File: config.mk
export PLATFORM = sky130hd
export DESIGN_NAME = jtag_tap_param
export DESIGN_NICKNAME = d
export VERILOG_FILES = /design/src/rtl/jtag_pkg.sv /design/src/rtl/jtag_tap_fsm.sv /design/src/rtl/jtag_tap_param.sv
export SDC_FILE = /design/constraint.sdc
export NUM_CORES = 1
export LEC_CHECK = 0
export ABC_AREA = 1
export ABC_CLOCK_PERIOD_IN_PS = 3700
export BUFFER_PORTS_ARGS = -buffer_cell sky130_fd_sc_hd__buf_4
export CAP_MARGIN = 5
export CORE_MARGIN = 2
export CORE_UTILIZATION = 59
export CTS_CLUSTER_SIZE = 8
export DETAILED_ROUTE_END_ITERATION = 16
export GPL_TIMING_DRIVEN = 0
export HOLD_SLACK_MARGIN = 0.05
export PLACE_DENSITY = 0.84
export SYNTH_ARGS = -nofsm -noshare
export SYNTH_HDL_FRONTEND = slang
export SYNTH_SLANG_ARGS = --single-unit
File: constraint.sdc
create_clock -name TCLK -period 3.7 [get_ports TCLK]
set_input_delay 0.555 -clock TCLK [delete_from_list [all_inputs] [get_ports TCLK]]
set_output_delay 0.555 -clock TCLK [all_outputs]
set_load 0.05 [all_outputs]
File: src/rtl/jtag_pkg.sv
// Shared types and defaults for the parametrised JTAG TAP.
//   tap_state_t : 16-state 1149.1 TAP controller encoding (4 bits)
//   dr_sel_t    : which data register sits between TDI and TDO
//   *_DEF       : default 4-bit opcodes used when the TAP is not overridden
//   is_shift()  : true in the two states that drive TDO
package jtag_pkg;

  localparam int unsigned ID_LEN     = 32;
  localparam int unsigned DEF_IR_LEN = 4;

  localparam logic [DEF_IR_LEN-1:0] OP_EXTEST_DEF = 4'b0000;
  localparam logic [DEF_IR_LEN-1:0] OP_SAMPLE_DEF = 4'b0001;
  localparam logic [DEF_IR_LEN-1:0] OP_IDCODE_DEF = 4'b0010;

  typedef enum logic [3:0] {
    ST_TLR    = 4'h0,
    ST_RTI    = 4'h1,
    ST_SEL_DR = 4'h2,
    ST_CAP_DR = 4'h3,
    ST_SH_DR  = 4'h4,
    ST_EX1_DR = 4'h5,
    ST_PA_DR  = 4'h6,
    ST_EX2_DR = 4'h7,
    ST_UPD_DR = 4'h8,
    ST_SEL_IR = 4'h9,
    ST_CAP_IR = 4'hA,
    ST_SH_IR  = 4'hB,
    ST_EX1_IR = 4'hC,
    ST_PA_IR  = 4'hD,
    ST_EX2_IR = 4'hE,
    ST_UPD_IR = 4'hF
  } tap_state_t;

  typedef enum logic [1:0] {
    DR_BYPASS = 2'd0,
    DR_IDCODE = 2'd1,
    DR_BSR    = 2'd2
  } dr_sel_t;

  // True while the TAP is shifting either the IR or a DR.
  function automatic logic is_shift(input tap_state_t s);
    return (s == ST_SH_DR) || (s == ST_SH_IR);
  endfunction

endpackage

File: src/rtl/jtag_tap_fsm.sv
// IEEE 1149.1 TAP controller state machine.
// Ports:
//   TCLK, TRST (sync, active high), TMS    : test clock, reset, mode select
//   state_o                                : current TAP state
//   cap_dr_o .. upd_ir_o                   : one-hot, high while in the named state
//                                            (the action happens on the edge leaving it)
//   tlr_c                                  : combinational, the coming edge lands in
//                                            Test-Logic-Reset through TMS
module jtag_tap_fsm
  import jtag_pkg::*;
(
  input  logic       TCLK,
  input  logic       TRST,
  input  logic       TMS,
  output tap_state_t state_o,
  output logic       cap_dr_o,
  output logic       sh_dr_o,
  output logic       upd_dr_o,
  output logic       cap_ir_o,
  output logic       sh_ir_o,
  output logic       upd_ir_o,
  output logic       tlr_c
);

  tap_state_t state_q;
  tap_state_t state_d;
  logic       cap_dr_q;
  logic       sh_dr_q;
  logic       upd_dr_q;
  logic       cap_ir_q;
  logic       sh_ir_q;
  logic       upd_ir_q;

  // Standard 1149.1 transition table.
  function automatic tap_state_t next_state(input tap_state_t s, input logic tms);
    tap_state_t n;
    n = s;
    case (s)
      ST_TLR:    n = tms ? ST_TLR    : ST_RTI;
      ST_RTI:    n = tms ? ST_SEL_DR : ST_RTI;
      ST_SEL_DR: n = tms ? ST_SEL_IR : ST_CAP_DR;
      ST_CAP_DR: n = tms ? ST_EX1_DR : ST_SH_DR;
      ST_SH_DR:  n = tms ? ST_EX1_DR : ST_SH_DR;
      ST_EX1_DR: n = tms ? ST_UPD_DR : ST_PA_DR;
      ST_PA_DR:  n = tms ? ST_EX2_DR : ST_PA_DR;
      ST_EX2_DR: n = tms ? ST_UPD_DR : ST_SH_DR;
      ST_UPD_DR: n = tms ? ST_SEL_DR : ST_RTI;
      ST_SEL_IR: n = tms ? ST_TLR    : ST_CAP_IR;
      ST_CAP_IR: n = tms ? ST_EX1_IR : ST_SH_IR;
      ST_SH_IR:  n = tms ? ST_EX1_IR : ST_SH_IR;
      ST_EX1_IR: n = tms ? ST_UPD_IR : ST_PA_IR;
      ST_PA_IR:  n = tms ? ST_EX2_IR : ST_PA_IR;
      ST_EX2_IR: n = tms ? ST_UPD_IR : ST_SH_IR;
      ST_UPD_IR: n = tms ? ST_SEL_DR : ST_RTI;
      default:   n = ST_TLR;
    endcase
    return n;
  endfunction

  assign state_d = next_state(state_q, TMS);
  assign tlr_c   = (state_d == ST_TLR);

  // State register with strobes decoded from the next state so they are flops.
  always_ff @(posedge TCLK) begin
    if (TRST) begin
      state_q  <= ST_TLR;
      cap_dr_q <= 1'b0;
      sh_dr_q  <= 1'b0;
      upd_dr_q <= 1'b0;
      cap_ir_q <= 1'b0;
      sh_ir_q  <= 1'b0;
      upd_ir_q <= 1'b0;
    end else begin
      state_q  <= state_d;
      cap_dr_q <= (state_d == ST_CAP_DR);
      sh_dr_q  <= (state_d == ST_SH_DR);
      upd_dr_q <= (state_d == ST_UPD_DR);
      cap_ir_q <= (state_d == ST_CAP_IR);
      sh_ir_q  <= (state_d == ST_SH_IR);
      upd_ir_q <= (state_d == ST_UPD_IR);
    end
  end

  assign state_o  = state_q;
  assign cap_dr_o = cap_dr_q;
  assign sh_dr_o  = sh_dr_q;
  assign upd_dr_o = upd_dr_q;
  assign cap_ir_o = cap_ir_q;
  assign sh_ir_o  = sh_ir_q;
  assign upd_ir_o = upd_ir_q;

endmodule

File: src/rtl/jtag_tap_param.sv
// Parametrised 1149.1 test access port: TAP FSM, IR with decode, bypass,
// IDCODE and a BSR_LEN-cell boundary-scan register with update stage.
// Ports:
//   TCLK, TRST        : test clock, synchronous active-high reset
//   TMS, TDI          : TAP mode select and serial data in
//   TDO, TDO_EN       : serial data out (from flops) and its enable while shifting
//   bsr_capture       : pin/core values captured in Capture-DR
//   bsr_update        : BSR update stage driving the pad mux
//   bsr_mode          : high while EXTEST is the active instruction
//   ir_active         : current instruction
module jtag_tap_param
  import jtag_pkg::*;
#(
  parameter int unsigned         BSR_LEN    = 77,
  parameter int unsigned         IR_LEN     = DEF_IR_LEN,
  parameter logic [ID_LEN-1:0]   IDCODE_VAL = 32'h0000_0001,
  parameter logic [IR_LEN-1:0]   OP_EXTEST  = IR_LEN'(OP_EXTEST_DEF),
  parameter logic [IR_LEN-1:0]   OP_SAMPLE  = IR_LEN'(OP_SAMPLE_DEF),
  parameter logic [IR_LEN-1:0]   OP_IDCODE  = IR_LEN'(OP_IDCODE_DEF)
) (
  input  logic               TCLK,
  input  logic               TRST,
  input  logic               TMS,
  input  logic               TDI,
  output logic               TDO,
  output logic               TDO_EN,
  input  logic [BSR_LEN-1:0] bsr_capture,
  output logic [BSR_LEN-1:0] bsr_update,
  output logic               bsr_mode,
  output logic [IR_LEN-1:0]  ir_active
);

  tap_state_t fsm_state;
  logic       cap_dr;
  logic       sh_dr;
  logic       upd_dr;
  logic       cap_ir;
  logic       sh_ir;
  logic       upd_ir;
  logic       tlr_c;

  logic [IR_LEN-1:0]  ir_sr_q,     ir_sr_d;
  logic [IR_LEN-1:0]  ir_active_q, ir_active_d;
  logic               byp_q,       byp_d;
  logic [ID_LEN-1:0]  id_sr_q,     id_sr_d;
  logic [BSR_LEN-1:0] bsr_sr_q,    bsr_sr_d;
  logic [BSR_LEN-1:0] bsr_upd_q,   bsr_upd_d;
  logic               bsr_mode_q;
  dr_sel_t            dr_sel;

  jtag_tap_fsm u_fsm (
    .TCLK     (TCLK),
    .TRST     (TRST),
    .TMS      (TMS),
    .state_o  (fsm_state),
    .cap_dr_o (cap_dr),
    .sh_dr_o  (sh_dr),
    .upd_dr_o (upd_dr),
    .cap_ir_o (cap_ir),
    .sh_ir_o  (sh_ir),
    .upd_ir_o (upd_ir),
    .tlr_c    (tlr_c)
  );

  // Instruction decode; every opcode not listed falls through to bypass.
  always_comb begin
    dr_sel = DR_BYPASS;
    if ((ir_active_q == OP_EXTEST) || (ir_active_q == OP_SAMPLE)) begin
      dr_sel = DR_BSR;
    end else if (ir_active_q == OP_IDCODE) begin
      dr_sel = DR_IDCODE;
    end
  end

  // Next-state for IR, the data registers and the BSR update stage.
  always_comb begin
    ir_sr_d     = ir_sr_q;
    ir_active_d = ir_active_q;
    byp_d       = byp_q;
    id_sr_d     = id_sr_q;
    bsr_sr_d    = bsr_sr_q;
    bsr_upd_d   = bsr_upd_q;

    if (cap_ir) begin
      ir_sr_d = IR_LEN'(1);
    end
    if (sh_ir) begin
      ir_sr_d = {TDI, ir_sr_q[IR_LEN-1:1]};
    end
    if (upd_ir) begin
      ir_active_d = ir_sr_q;
    end
    // Walking into Test-Logic-Reset restores IDCODE but leaves data regs alone.
    if (tlr_c) begin
      ir_active_d = OP_IDCODE;
    end

    if (cap_dr) begin
      case (dr_sel)
        DR_BSR:    bsr_sr_d = bsr_capture;
        DR_IDCODE: id_sr_d  = IDCODE_VAL;
        default:   byp_d    = 1'b0;
      endcase
    end
    if (sh_dr) begin
      case (dr_sel)
        DR_BSR:    bsr_sr_d = {TDI, bsr_sr_q[BSR_LEN-1:1]};
        DR_IDCODE: id_sr_d  = {TDI, id_sr_q[ID_LEN-1:1]};
        default:   byp_d    = TDI;
      endcase
    end
    if (upd_dr && (dr_sel == DR_BSR)) begin
      bsr_upd_d = bsr_sr_q;
    end
  end

  // Register bank; bsr_mode tracks the instruction being written this edge.
  always_ff @(posedge TCLK) begin
    if (TRST) begin
      ir_sr_q     <= '0;
      ir_active_q <= OP_IDCODE;
      byp_q       <= 1'b0;
      id_sr_q     <= IDCODE_VAL;
      bsr_sr_q    <= '0;
      bsr_upd_q   <= '0;
      bsr_mode_q  <= 1'b0;
    end else begin
      ir_sr_q     <= ir_sr_d;
      ir_active_q <= ir_active_d;
      byp_q       <= byp_d;
      id_sr_q     <= id_sr_d;
      bsr_sr_q    <= bsr_sr_d;
      bsr_upd_q   <= bsr_upd_d;
      bsr_mode_q  <= (ir_active_d == OP_EXTEST);
    end
  end

  // TDO mux driven purely from flops.
  always_comb begin
    TDO = 1'b0;
    if (sh_ir) begin
      TDO = ir_sr_q[0];
    end else if (sh_dr) begin
      case (dr_sel)
        DR_BSR:    TDO = bsr_sr_q[0];
        DR_IDCODE: TDO = id_sr_q[0];
        default:   TDO = byp_q;
      endcase
    end
  end

  assign TDO_EN     = is_shift(fsm_state);
  assign bsr_update = bsr_upd_q;
  assign bsr_mode   = bsr_mode_q;
  assign ir_active  = ir_active_q;

endmodule

; After elaboration in Yosys (flattened, before gate mapping)
; Index checks and enable logic that the tools add are counted.
[totals]
register_bits = 206
inputBits = 81
output_inout_bits = 84
word_cells = 85
[classes]
n_eq_ne = 25
mux = 34
n_reduce_logical = 12
[op_table]
columns = cell, count
row1 = 77-bit two-way mux, 4
row2 = 32-bit two-way mux, 4
row3 = 4-bit equality test (second input constant), 12
row4 = 4-bit one-hot mux with 12 select lines, 1
row5 = 4-bit two-way mux, 8
row6 = 4-bit by 3-bit equality test with 1-bit output (second input constant), 5
row7 = 4-bit by 2-bit equality test with 1-bit output (second input constant), 4
row8 = 4-bit zero test, 4
row9 = 1-bit two-way mux, 10
row10 = 4-bit by 1-bit equality test with 1-bit output (second input constant), 2
row11 = 2-bit two-way mux, 4
row12 = 3-bit two-way mux, 2
row13 = 2-bit OR reduction, 3
row14 = 3-bit OR reduction, 1
row15 = 2-bit by 1-bit equality test with 1-bit output (second input constant), 1
row16 = 2-bit equality test (second input constant), 1
row17 = 1-bit logical OR, 2
row18 = 1-bit one-hot mux with 2 select lines, 1
row19 = 2-bit nonzero test, 1
row20 = 1-bit logical AND, 1

; Depth between registers and ports, before layout
[logic_depth]
word_depth = 9
ltp_mapped = 10
mapped_depth_nobuf = 10

; Cells and area by module
; A second synthesis with hierarchy kept.
[hier_totals]
hier_cells = 1498
hier_area_um2 = 9914.5
[by_module_without_submodules]
columns = mod, instances, cells_per_inst, area_each_um2, seq_area_each_um2
row1 = jtag_tap_param, 1, 1403, 9327.7, 3923.8
row2 = jtag_tap_fsm, 1, 95, 586.8, 200.2

; Worst setup path after synthesis
; Ideal clock, no wire load.
[synth_path]
path_kind = reg2out
from = register ir_active_q[2] (netlist: ir_active[2])
to = output TDO
arrival_time_ns = 1.749
t_required_ns = 3.145
setup_slack_ns = 1.396
stages_incl_launch_ff = 10
path_buffers = 1
path_cell_list = dfxtp_1 > nor2_1 > inv_2 > nor2_4 > buf_2 > nor2_1 > nand2_1 > nand3_1 > nand3_1 > nand2_1
[synth_via]
elab_chain_cells = 7
elab_cells_between_ends = 11
cone_classes = eq/ne: 4 / mux: 5 / reduce/logical: 2
[synth_lines]
columns = element, line_no
row1 = from (decl), jtag_tap_param.sv:43  ; logic [IR_LEN-1:0] ir_active_q, ir_active_d;
row2 = from (signal assigned), jtag_tap_param.sv:129  ; ir_active_q <= ir_active_d;
row3 = "4-bit by 2-bit equality test with 1-bit output, or another cell as far along", jtag_tap_param.sv:70  ; end else if (ir_active_q == OP_IDCODE) begin
row4 = 1-bit two-way mux / 1-bit logical OR (equally long branches), "jtag_tap_param.sv:70, jtag_tap_param.sv:68"
row5 = 2-bit two-way mux *, jtag_tap_param.sv:68  ; if ((ir_active_q == OP_EXTEST) || (ir_active_q == OP_SAMPLE)) begin
row6 = 2-bit by 1-bit equality test with 1-bit output / 2-bit equality test (equally long branches), jtag_tap_param.sv:144  ; case (dr_sel)
row7 = 1-bit one-hot mux with 2 select lines *, jtag_tap_param.sv:144
row8 = 1-bit two-way mux *, jtag_tap_param.sv:143  ; end else if (sh_dr) begin
row9 = 1-bit two-way mux *, jtag_tap_param.sv:141  ; if (sh_ir) begin
row10 = to (decl), jtag_tap_param.sv:25  ; output logic TDO,
; Mark *: on every way between the ends. The rest lies on a longest branch, timed or not.

; Worst setup path after layout
; Same ends and word-level chain as after synthesis.

==> results by group <==
Run status
  – Run status: finished, final reports clean

Power
  – Net switching power figure: around 0.98 mW
  – PD cells: 430.8 nW/um^2
  – Share of total power in the clock network: between 40% and 50%
  – Part of the total power dissipated in combinational logic: between 3 and 4%
  – Leakage power: roughly 5 nW
  – Sw Ratio: around a fifth
  – Max VDD drop: slightly above 400 uV
  – Internal power summed over all cells: about 3.7 mW
  – Relative contribution of sequential cells to total power: 48.0%

Global routing
  – Global-route wire length before repair: just under 40 mm
  – Met3 Use GR: around 5.2%
  – Remaining Overflow, GRT: 0
  – Global-route track usage on met1: approximately two fifths
  – Met2 usage in global routing: about half
  – Total routing resource utilization after global routing: 29.92%
  – Most Used Layer, Global Route: met2
  – Initial antenna violation count: 0
  – Pin count of the biggest net entering global routing: 14
  – Vias in the first global route: about 8k

Place
  – Port bufs: about 160
  – Pre-CTS setup slack: around 1500 ps
  – RePlAce Congestion: 0.8606
  – HPWL after detailed placement: between 15 and 20 mm

Synthesis
  – Mean instance size in the synthesized netlist: between 7 and 8 sq um
  – Unique masters post-synth: 23
  – Count of flip-flops with a built-in enable after synthesis: 0
  – Top cells by area in the synthesized netlist: dfxtp_1, nand3_1, nand2_1
  – Synth Cell Area: between 8000 and 9000 sq um
  – Post-synth net total: between 1k and 1.5k
  – Sequential share of the synthesized area: 47.87%
  – Ys Warns: 0
  – Post-synth ARST share: 0%
  – Library cell with the largest summed area after synthesis: dfxtp_1
  – Fraction of synthesized cell area taken by the top area cell type: approximately 48%
  – Post-synth top flop: dfxtp_1
  – Cells after Synth: between 1k and 1.5k
  – Number of storage elements in the synthesis netlist: approximately 210

Critical path
  – Crit path launch type: flop
  – Slowest cell on crit path: clkbuf_1
  – Maximum fanout along the worst path: 10
  – Nature of the critical path endpoint: primary output
  – Endpoint required time on the critical path: 3140 ps
  – Arrival time worst endpoint: 2310 ps
  – Critical setup path kind: reg -> out
  – Worst path cell trace: nor2_1, inv_2, nor2_4, clkbuf_1, nand2_1, nand3_1, nand3_1, nand2_1, buf_4
  – Delay contributed by the slowest stage of the critical path: about 460 ps

Route
  – Routed wire length: around 24 mm
  – Via density per instance: roughly 5.8
  – DRC violation count after routing: 0
  – Number of iterations in the first detailed-routing pass: 5
  – DRT iter0 DRCs: between 700 and 800
  – Routed via count: just under 9k
  – Wire length per cell: around 16 um
  – Number of nets with antenna violations after routing: 0

Floorplan
  – I/O pin cnt: 165
  – Placement Rows: 44
  – Area of the die: around 16000 sq um
  – Initial core utilization: 59.73%
  – Core box area: between 10000 and 15000 sq um
  – Overall die width: about 120 um
  – Vertical extent of the die: 124.8 um

Timing
  – Fmax: 348.6 MHz
  – Post-route setup TNS: 0 ps
  – Clock period minus worst slack: around 2900 ps
  – Final worst-path cycle share: 77.53%
  – Final clock skew: 8.654 ps
  – Number of hold violations in the final report: 0
  – Worst-case setup margin in the final layout: just over 800 ps
  – Slew Limit Headroom: a little under half
  – Actual slew at the worst max-slew pin: 784.5 ps
  – Final Max Tran Viols: 0
  – RSZ-0062 raised after global routing: no
  – Number of setup violations in the final report: 0

Cells and area
  – Most frequent cells in the layout: nand3_1, nand2_1, dfxtp_1
  – Area added between synthesis and finish: 25.46%
  – Fraction of layout instances using a drive strength above 1: ~17%
  – Commonest non-fill, non-tap cell in the layout: nand3_1
  – Number of antenna repair diodes: 0
  – Nets: around 1.4k

Clock network
  – Clock tree root driver cell: clkbuf_16
  – Max Root-Sink Buffers: 3
  – Post-CTS setup-driven buffer insertion count: 0
  – TritonCTS clock tree: yes
  – Latest clock arrival within the worst-skew pair: between 500 and 600 ps
  – H-tree depth: 1
  – Post-cts resize count: 0
  – Clock-pin transition on the worst setup and hold timing paths: roughly 50 ps
  – Sink count of the clock tree: 206
  – Hold-fix buffers, CTS: 0
  – Total CTS buffers: 29

Run
  – Max Cap Violations: 0

Hold path
  – Worst min-delay path category: in -> reg
metrics by stage:
stage	instance area (sq um)	instances	hold slack [ps]	utilization (%)	power (mW)
after global routing	10810	1535	318.9	74.94	4.790
after floorplan	8616	1158	440.3	-	2.349
after CTS	10810	1535	312.2	74.94	4.669
after detailed placement	10070	1505	452.5	69.81	2.451
after global placement	10070	1505	449.4	69.81	2.453
final	10810	1535	318.1	74.94	4.657
worst paths after layout:
kind	from	to	slack (ps)	cells after the start
setup reg to reg	ir_active[2]	bsr_update[66]	1750	8
hold / removal	TMS	u_fsm.cap_dr_o	320	2
setup / recovery	ir_active[2]	TDO	830	9
hold reg to reg	bsr_update[12]	bsr_update[12]	460	2
worst max-delay path: cells and delay by family (launching register included):
family,cells,cell delay [ps]
simple gates,6,740
flops,1,320
buf+inv,3,740
registers in the layout (all words and copies together), names as in the netlist, 4 cells and up:
signal,flops
bsr_sr_q,77
bsr_update,77
id_sr_q,32
ir_active,4
ir_sr_q,4
u_fsm.state_o,4
synthesized netlist by cell type, types with 2 or more instances:
master / instances
dfxtp_1: 206
a21oi_1: 115
o21ai_1: 31
mux2i_1: 2
nand3_1: 270
nor3_1: 6
buf_1: 18
buf_2: 33
clkbuf_1: 52
o211ai_1: 77
nand2_1: 207
inv_1: 91
o21ai_0: 3
nor2_1: 31
inv_2: 7
nand4_1: 2
routing by layer:
metal / part of all wire [%] / vias to the layer above
met1: 42 / 4062
met5: 0 / -
met3: 9.1 / 69
met2: 45 / 425
met4: 3.2 / 0
li1: - / 4297
cell families after synthesis:
kind of cell | synth area share [%]
buf+inv | 9.236
simple gates | 27.03
compound gates | 15.64
flops | 47.87
mux | 0.2324
final cells by class:
| type | instances | area [sq um] |
|---|---|---|
| plain buffers | 103 | 427.9 |
| clock buffers | 30 | 739.5 |
| fillers | 1174 | 3615 |
| inverters | 98 | 367.9 |
| multi-input cells | 751 | 3696 |
| flip-flops and latches | 206 | 4124 |
| well taps | 184 | 230.2 |
| repair buffers | 163 | 1224 |
power groups by stage:
stage / logic [mW] / registers [mW] / clock network [mW]
global placement: 0.177 / 2.28 / 0
global route: 0.194 / 2.23 / 2.37
finish: 0.180 / 2.23 / 2.24
floorplan: 0.0747 / 2.27 / 0
detailed placement: 0.176 / 2.28 / 0
CTS: 0.177 / 2.23 / 2.26
Note: power is estimated with default switching activity, not from simulation.
